<file path="src/rtl/fpu_seq_ctrl.sv">
// fpu_seq_ctrl: FPU operation sequencer, steps each request through
// DEC -> EXEC -> ENC and reports done or error (illegal op / abort / timeout).
// Optional stage watchdog enabled by defining FPU_SEQ_WDOG_EN.

// Per-lane execute gating: enable only the selected lane while in EXEC and
// only let the selected lane's ready through.
module fpu_seq_lane (
  input  logic op_sel,
  input  logic in_exec,
  input  logic ready,
  output logic mod_en,
  output logic hit
);
  assign mod_en = op_sel & in_exec;
  assign hit    = op_sel & ready;
endmodule

module fpu_seq_ctrl #(
  parameter int NUM_OPS     = 7,
  parameter int CNT_W       = 16,
  parameter int WDOG_CYCLES = 64
) (
  input  logic               fpu_clk,
  input  logic               fpu_rst_n,
  input  logic               fpu_en_i,
  input  logic [NUM_OPS-1:0] fpu_op_i,
  input  logic               fpu_dec_ready_i,
  input  logic [NUM_OPS-1:0] fpu_mod_ready_i,
  input  logic               fpu_enc_ready_i,
  output logic               fpu_dec_en_o,
  output logic [NUM_OPS-1:0] fpu_mod_en_o,
  output logic               fpu_enc_en_o,
  output logic               fpu_busy_o,
  output logic               fpu_done_o,
  output logic               fpu_err_o,
  output logic [1:0]         fpu_err_code_o,
  output logic [CNT_W-1:0]   fpu_op_cnt_o
);

  typedef enum logic [2:0] {
    S_IDLE, S_DEC, S_EXEC, S_ENC, S_DONE, S_ERR
  } state_t;

  localparam logic [1:0] ERR_NONE    = 2'b00;
  localparam logic [1:0] ERR_ILLEGAL = 2'b01;
  localparam logic [1:0] ERR_ABORT   = 2'b10;
  localparam logic [1:0] ERR_TIMEOUT = 2'b11;

  state_t             state_q, state_d;
  logic [NUM_OPS-1:0] op_q, op_d;
  logic [1:0]         err_q, err_d;
  logic [CNT_W-1:0]   cnt_q;
  logic               cnt_inc;
  logic               op_onehot;
  logic               in_exec;
  logic               wdog_to;
  logic [NUM_OPS-1:0] lane_hit;

  assign op_onehot = (fpu_op_i != '0) && ((fpu_op_i & (fpu_op_i - 1'b1)) == '0);
  assign in_exec   = (state_q == S_EXEC);

  genvar k;
  generate
    for (k = 0; k < NUM_OPS; k++) begin : g_lane
      fpu_seq_lane u_lane (
        .op_sel  (op_q[k]),
        .in_exec (in_exec),
        .ready   (fpu_mod_ready_i[k]),
        .mod_en  (fpu_mod_en_o[k]),
        .hit     (lane_hit[k])
      );
    end
  endgenerate

`ifdef FPU_SEQ_WDOG_EN
  localparam int WDOG_W = (WDOG_CYCLES > 2) ? $clog2(WDOG_CYCLES) : 1;
  logic [WDOG_W-1:0] wdog_q;
  logic              stage_busy;

  assign stage_busy = (state_q == S_DEC) || (state_q == S_EXEC) || (state_q == S_ENC);
  assign wdog_to    = stage_busy && (wdog_q == WDOG_W'(WDOG_CYCLES - 1));

  // Watchdog: cycles spent in the current busy stage, cleared on any state change.
  always_ff @(posedge fpu_clk or negedge fpu_rst_n) begin
    if (!fpu_rst_n)                              wdog_q <= '0;
    else if (!stage_busy || state_d != state_q)  wdog_q <= '0;
    else                                         wdog_q <= wdog_q + 1'b1;
  end
`else
  assign wdog_to = 1'b0;
`endif

  // State, latched opcode, error code and completed-op counter.
  always_ff @(posedge fpu_clk or negedge fpu_rst_n) begin
    if (!fpu_rst_n) begin
      state_q <= S_IDLE;
      op_q    <= '0;
      err_q   <= ERR_NONE;
      cnt_q   <= '0;
    end else begin
      state_q <= state_d;
      op_q    <= op_d;
      err_q   <= err_d;
      if (cnt_inc) cnt_q <= cnt_q + 1'b1;
    end
  end

  // Next state: abort beats ready, ready beats timeout.
  always_comb begin
    state_d = state_q;
    op_d    = op_q;
    err_d   = err_q;
    cnt_inc = 1'b0;
    case (state_q)
      S_IDLE: begin
        err_d = ERR_NONE;
        if (fpu_en_i) begin
          if (op_onehot) begin
            op_d    = fpu_op_i;
            state_d = S_DEC;
          end else begin
            err_d   = ERR_ILLEGAL;
            state_d = S_ERR;
          end
        end
      end
      S_DEC: begin
        if (!fpu_en_i)            begin state_d = S_ERR; err_d = ERR_ABORT;   end
        else if (fpu_dec_ready_i)       state_d = S_EXEC;
        else if (wdog_to)         begin state_d = S_ERR; err_d = ERR_TIMEOUT; end
      end
      S_EXEC: begin
        if (!fpu_en_i)            begin state_d = S_ERR; err_d = ERR_ABORT;   end
        else if (|lane_hit)             state_d = S_ENC;
        else if (wdog_to)         begin state_d = S_ERR; err_d = ERR_TIMEOUT; end
      end
      S_ENC: begin
        if (!fpu_en_i)            begin state_d = S_ERR; err_d = ERR_ABORT;   end
        else if (fpu_enc_ready_i) begin state_d = S_DONE; cnt_inc = 1'b1;     end
        else if (wdog_to)         begin state_d = S_ERR; err_d = ERR_TIMEOUT; end
      end
      S_DONE: begin
        if (!fpu_en_i) state_d = S_IDLE;
      end
      S_ERR: begin
        if (!fpu_en_i) begin
          state_d = S_IDLE;
          err_d   = ERR_NONE;
        end
      end
      default: begin
        state_d = S_IDLE;
        err_d   = ERR_NONE;
      end
    endcase
  end

  // Moore output decode.
  always_comb begin
    fpu_dec_en_o   = (state_q == S_DEC);
    fpu_enc_en_o   = (state_q == S_ENC);
    fpu_busy_o     = (state_q == S_DEC) || (state_q == S_EXEC) || (state_q == S_ENC);
    fpu_done_o     = (state_q == S_DONE);
    fpu_err_o      = (state_q == S_ERR);
    fpu_err_code_o = err_q;
    fpu_op_cnt_o   = cnt_q;
  end

endmodule

</file>
<file path="config.mk">
export PLATFORM = sky130hd
export DESIGN_NAME = fpu_seq_ctrl
export DESIGN_NICKNAME = d
export VERILOG_FILES = /design/src/rtl/fpu_seq_ctrl.sv
export SDC_FILE = /design/constraint.sdc
export NUM_CORES = 1
export LEC_CHECK = 0
export ABC_AREA = 1
export BUFFER_PORTS_ARGS = -buffer_cell sky130_fd_sc_hd__buf_2
export CAP_MARGIN = 20
export CORE_MARGIN = 5
export CORE_UTILIZATION = 40
export CTS_BUF_LIST = sky130_fd_sc_hd__clkbuf_8
export CTS_CLUSTER_DIAMETER = 40
export CTS_CLUSTER_SIZE = 12
export DETAILED_ROUTE_END_ITERATION = 8
export GPL_TIMING_DRIVEN = 0
export PLACE_DENSITY = 0.71
export RECOVER_POWER = 100
export SETUP_SLACK_MARGIN = 0.05
export SLEW_MARGIN = 30
export SYNTH_ARGS = -nofsm -noshare
export SYNTH_HDL_FRONTEND = slang
export SYNTH_SLANG_ARGS = --single-unit
</file>
<file path="constraint.sdc">
create_clock -name fpu_clk -period 2.5 [get_ports fpu_clk]
set_input_delay 0 -clock fpu_clk [delete_from_list [all_inputs] [get_ports fpu_clk]]
set_output_delay 0 -clock fpu_clk [all_outputs]
set_load 0.1 [all_outputs]
</file>
==> impl_metrics.tcl, run 1 <==
set metrics [dict create \
    finalHoldViolations 0 \
    fin_cells 341 \
    route.met3.wl_um 191 \
    ys_ff_latch 28 \
    dpl-instance-area_um2 2028 \
    grt_remaining_overflow 0 \
    fin_crit_sh_pct 79.85 \
    dp_hpwl_mm 3.011 \
    rows 23 \
    yosysWarnings 0 \
    io_pins 49 \
    grt_pass1_vias 1505 \
    synth_top_area_share_pct 40.61 \
    final_nets 312 \
    critPathCaptureType "output pin" \
    diodes 0 \
    synth_edf_count 0 \
    drive_gt1_share_pct 14.09 \
    io_buffers 48 \
    grt_max_degree 29 \
    outcome "complete, but fails checks" \
    cts.sinks 28 \
    slew_violations 29 \
    synthFlopType "dfrtp_1" \
    synth_cell_types 26 \
    ys_seq_area_share_pct 40.61 \
    min-delay-start "fpu_op_i[0]" \
    wl_mm 3.845 \
    min_path_type "in -> reg" \
    timing.fmax_mhz 500.9 \
    fp.coreArea_um2 4086 \
    nFillCells 426 \
    cts.htree.levels 1 \
    leakage_nw 1.049 \
    start_util_pct 42.22 \
    antenna_found_initial 0 \
    clk_latency_ns 0.27 \
    vias 1602 \
    cts_buffers 3 \
    synth_most_common_cell "nand2_1" \
    cellPowerDensity_nw_per_um2 1106 \
    worstMarginPinSlew_ns 1.571 \
    cap_violations 1 \
    cts_tree "done" \
    antenna_left 0 \
    wl_per_cell_um 11.28 \
    finalInstanceArea_um2 2052 \
    path_clk_slew_ns 0.09 \
    finClkSkew_ns 0.007621 \
    synthArstFlopShare_pct 100.0 \
    dr.pass1.iters 4 \
    rsz0062_at_grt "false" \
    root_buffer "clkbuf_8" \
    setup_ws_ns 0.5038 \
    grt.total_usage_pct 14.43 \
    synth_area_per_cell_um2 7.342 \
    syn-num-nets 255 \
    p_total_mw 2.269 \
    synth.cell_area_um2 1725 \
    dr_wl_met2_mm 1.765 \
    ir_drop_v 0.0004716 \
    relSlewSlack_pct -4.761 \
    cp.arrival_ns 2.00 \
    route.detailed.drc 0 \
    viasPerCell 4.698 \
    cts.path.max_buffers 2 \
    synthTopCellsByArea "dfrtp_1 41%, nand2_1 17%, inv_1 6.1%" \
    hold_buffers 4 \
    setup_violations 0 \
    gp_congestion 0.8291 \
    cts_setup_buffers 0 \
    dieArea_um2 5727 \
    synthTopCellsByCount "80 x nand2_1, 28 x dfrtp_1, 28 x inv_1" \
    grt_pass1_wl_mm 6.492 \
    r2r_start "state_q[2]$_DFFE_PN0P_" \
    numPlacedInstances 333 \
    cts_resized 0 \
    yosys.area.top_type "dfrtp_1" \
    die_h_um 75.68 \
    areaGrowthSynthToFinish_pct 18.93 \
    first_iter_violations 90 \
    cp_max_fo 6 \
    setup.worst_path.start "state_q[2]$_DFFE_PN0P_" \
    pre_cts_slack_ns 0.9496 \
    startpoint_type "flip-flop" \
    period_minus_slack_ns 1.996 \
    critPathKind "reg -> out" \
    final_util_pct 50.21 \
    violations "max-capacitance violations, max-slew violations" \
    syn_inst 235 \
    cp_data_required_time_ns 2.50 \
    wl_met1_mm 1.853 \
    die_width_um 75.68 \
    top_layer_used "met4" \
]
-- power breakdown --
| part | internal [mW] | switching, mW | total, mW |
|---|---|---|---|
| logic | 0.224 | 1.07 | 1.29 |
| clock network | 0.141 | 0.143 | 0.283 |
| registers | 0.580 | 0.117 | 0.696 |
| total | 0.944 | 1.32 | 2.27 |
-- area by class of cell --
cell class | instances | area (um^2) | area share, %
Buffer | 9 | 61.31 | 2.988
Clock buffer | 4 | 55.05 | 2.683
Inverter | 28 | 105.1 | 5.122
Multi-Input combinational cell | 170 | 818.3 | 39.88
Sequential cell | 28 | 700.7 | 34.15
Tap cell | 50 | 62.56 | 3.049
Timing Repair Buffer | 52 | 249.0 | 12.13
-- stage by stage --
stage,TNS [ns],hold WS (ns)
2_1_floorplan,-0.08166,-0.2956
3_3_place_gp,0,0.05789
3_5_place_dp,0,0.06500
4_1_cts,0,0.0007893
5_1_grt,0,0.006935
6_report,0,0.0007777
-- worst max-delay path, stage by stage (launching register included) --
cell	delay, ns
dfrtp_1	0.41
inv_1	0.15
nand3_1	0.17
inv_1	0.13
clkbuf_1	0.87
-- path summary, 6_finish.rpt --
path / end / slack (ns) / depth (start not counted)
max: fpu_dec_en_o / 0.50 / 4
min: op_q[0]$_DFFE_PN0P_ / 0.0008 / 3
max reg2reg: fpu_op_cnt_o[8]$_DFFE_PN0P_ / 0.71 / 7
min reg2reg: op_q[0]$_DFFE_PN0P_ / 0.51 / 2
max in group asynchronous: state_q[2]$_DFFE_PN0P_ / 0.92 / 2
min in group asynchronous: state_q[1]$_DFFE_PN0P_ / 0.66 / 2
-- state kept, by name, summed over array words and instances, names as in the netlist --
signal          count
fpu_err_code_o      2
state_q             3
op_q                7
fpu_op_cnt_o       16
-- cells by family (layout without fill, tap and decap cells) --
logic type	Yosys count	in the layout	synth area share [%]
adders and majority gates	1	1	0.7250
DFF	28	28	40.61
xor gates and xnor gates	11	11	5.584
AOI/OAI and AO/OA	12	12	4.641
and+or+nand+nor	146	146	38.72
buffers and inverters	37	93	9.717
-- cells in the final DEF, fill, tap and decap left out --
cell	instances
nand3b_1	1
and2_1	1
nor2_4	1
nor3_1	7
dfrtp_1	28
o22ai_1	1
nor3b_2	1
dlygate4sd3_1	4
a21oi_1	3
ha_1	1
buf_4	7
clkbuf_2	7
nand3_2	1
xor2_1	3
nand4_1	11
nand2_2	1
clkbuf_8	4
o2111ai_1	1
clkbuf_1	26
or2_2	1
o21ai_0	6
nand2_1	81
nor2_1	28
nand3_1	12
inv_1	28
xnor2_1	8
buf_2	17
a21oi_4	1
-- metal layers --
metal  track usage [%]  vias to the layer above
met5                 0                        -
met4             3.689                        0
met3             1.583                        2
met2             24.83                       35
met1             19.31                      714
li1                  -                      851
Note: power is estimated with default switching activity, not from simulation.
==> inputs of run 2 (changes only) <==
ABC_AREA = 0   (was 1)
PLACE_DENSITY = 0.72   (was 0.71)
clock period = 1.9 ns   (was 2.5 ns; I/O delays follow)
==> run 2 against run 1 <==
- the run now ends clean
- clock skew grew 0.0019 ns
- setup slack lost 0.33 ns
- global-route usage shrank 0.84 points
- die area shrank 9.0%
- count of clock-buffer cells in the layout shrank 1
- via count shrank 19%
- critical path type unchanged
==> impl_metrics.tcl, run 2 <==
set metrics [dict create \
    cts.sinks 28 \
    layout_common_cells "20 x buf_2, 18 x clkbuf_1, 17 x dfrtp_1" \
    start_util_pct 41.65 \
    synth.cell_area_um2 1548 \
    synthArstFlopShare_pct 100.0 \
    mostFrequentLayoutCell "buf_2" \
    cap_violations 0 \
    synth_most_common_cell "dfrtp_1" \
    drive_gt1_share_pct 31.90 \
    clk_latency_ns 0.27 \
    cp.arrival_ns 1.73 \
    cts.htree.levels 1 \
    setup_violations 0 \
    wl_mm 3.428 \
    hold_path_end "op_q[6]$_DFFE_PN0P_" \
    clkPwrFrac_pct 14.8 \
    worstMarginPinSlew_ns 1.180 \
    cp_data_required_time_ns 1.90 \
    cts_tree "done" \
    cellPowerDensity_nw_per_um2 1084 \
    root_buffer "clkbuf_8" \
    min-delay-start "fpu_op_i[6]" \
    synthTopCellsByCount "28 x dfrtp_1, 11 x nor2_1, 10 x nand2_1" \
    reg2reg_setup_slack_ns 0.20 \
    period_minus_slack_ns 1.729 \
    synth_area_per_cell_um2 10.12 \
    reg2reg_depth 4 \
    ys_ff_latch 28 \
    yosys.area.top_type "dfrtp_1" \
    net-switching-power_mw 1.060 \
    leakage_nw 0.9275 \
    fp.coreArea_um2 3716 \
    largest_register_ffs 16 \
    io_pins 49 \
    route.detailed.drc 0 \
    dr.pass1.iters 4 \
    syn-num-nets 173 \
    rsz0062_at_grt "false" \
    finClkSkew_ns 0.009498 \
    relSlewSlack_pct 21.67 \
    dp_hpwl_mm 2.549 \
    min_path_type "in -> reg" \
    first_iter_violations 49 \
    r2r-end "fpu_op_cnt_o[11]$_DFFE_PN0P_" \
    outcome "completed" \
    grt-busiest-layer "met2" \
    startpoint_type "flip-flop" \
    slew_violations 0 \
    gr-usage-met2_pct 24.37 \
    vias 1301 \
    ir_drop_v 0.0004087 \
    antenna_left 0 \
    synth_edf_count 0 \
    syn_inst 153 \
    synth_top_area_share_pct 45.27 \
    yosysWarnings 0 \
    sw_frac_of_total_pct 48.87 \
    p_total_mw 2.169 \
    met1_usage_pct 16.28 \
    final_util_pct 53.84 \
    combPwrFrac_pct 49.0 \
    grt_pass1_wl_mm 5.685 \
    areaGrowthSynthToFinish_pct 29.26 \
    power_frac_seq_pct 36.2 \
    grt.total_usage_pct 13.59 \
    critPathCaptureType "output pin" \
    die_width_um 72.21 \
    synth_cell_types 46 \
    cp_max_fo 10 \
    grt_pass1_vias 1258 \
    synthFlopType "dfrtp_1" \
    cts.path.max_buffers 2 \
    final_nets 231 \
    die_h_um 72.21 \
    io_buffers 48 \
    gp_congestion 0.7357 \
    grt_remaining_overflow 0 \
    hold_depth 3 \
    rows 22 \
    antenna_found_initial 0 \
    met3_usage_pct 1.662 \
    grt_max_degree 29 \
    r2r_start "state_q[2]$_DFFE_PN0P_" \
    diodes 0 \
    pre_cts_slack_ns -0.06329 \
    viasPerCell 5.043 \
    setup_ws_ns 0.1713 \
    ys_seq_area_share_pct 45.27 \
    critPathKind "reg -> out" \
    finalHoldViolations 0 \
    timing.fmax_mhz 578.5 \
    synthTopCellsByArea "dfrtp_1 45%, xnor2_1 5.1%, buf_4 3.4%" \
    wl_per_cell_um 13.29 \
    dieArea_um2 5214 \
    cts_buffers 3 \
    fin_crit_sh_pct 90.98 \
    path_clk_slew_ns 0.10 \
    internal_power_mw 1.109 \
]
## run 2: worst max path at each step
stage                      startpoint               to  slack (ns)  cells past startpoint
5_1_grt        state_q[2]$_DFFE_PN0P_  fpu_mod_en_o[4]        0.04                      6
4_1_cts        state_q[2]$_DFFE_PN0P_  fpu_mod_en_o[0]        0.06                      6
3_5_place_dp   state_q[1]$_DFFE_PN0P_  fpu_mod_en_o[0]       -0.06                      5
6_report       state_q[1]$_DFFE_PN0P_  fpu_mod_en_o[1]        0.17                      6
3_3_place_gp   state_q[1]$_DFFE_PN0P_  fpu_mod_en_o[0]       -0.06                      5
2_1_floorplan  state_q[0]$_DFFE_PN0P_     fpu_dec_en_o      -0.007                      2
## run 2: layout make-up
cell class              instances  area (um^2)
clock inverters                 1        3.754
flip-flops and latches         28        714.4
clock buffers                   3        41.29
well taps                      48        60.06
repair buffers                 53        311.5
multi-input cells             113        794.5
inverters                       2        7.507
fillers                       353         1715
plain buffers                  10        67.56
## run 2: worst max-delay path, stage by stage, from the launching register on
cell and delay (ns):
dfrtp_1 0.42, buf_2 0.23, nor3b_2 0.19, buf_4 0.15, and2_1 0.12, clkbuf_4 0.13, buf_6 0.21
## run 2: cells by family (layout without fill, tap and decap cells)
group           count (synthesis)  count (layout)  share of synthesized area, %
compound gates                 20              20                         9.378
xor+xnor                       15              15                         8.489
fa+ha+maj                       2               2                         1.455
buf+inv                        12              69                         4.608
flops                          28              28                         45.27
mux                             7               7                         5.335
simple gates                   69              69                         25.47
## run 2: stage by stage
stage	instances	TNS [ns]	hold slack, ns	area (um^2)
6_report	258	0	0.02148	2001
5_1_grt	258	0	0.02528	2001
4_1_cts	258	0	0.01637	1991
3_5_place_dp	249	-0.3947	0.05641	1874
3_3_place_gp	249	-0.3998	0.05238	1874
2_1_floorplan	153	-0.007479	-0.2956	1574
## run 2: power by group through the flow
stage / clock network [mW] / registers, mW / logic, mW
after global routing: 0.355 / 0.799 / 1.14
after global placement: 0 / 0.791 / 1.05
final: 0.322 / 0.784 / 1.06
after floorplan: 0 / 0.968 / 0.684
after detailed placement: 0 / 0.794 / 1.06
after CTS: 0.333 / 0.782 / 1.07
## run 2: repair_timing
item	in CTS	in global routing
hold buffers	4	0
endpoints found under the hold margin	31	0
resized for setup	9	15
pin swaps	1	0
setup endpoints to repair	8	12
setup buffers	1	0
## run 2: layer usage
layer | wire length [um] | part of all wire [%] | vias to the layer above
met4 | 40 | 1.2 | 0
met2 | 1815 | 53 | 27
met1 | 1421 | 41 | 621
met5 | 0 | 0 | -
met3 | 150 | 4.4 | 4
li1 | - | - | 649
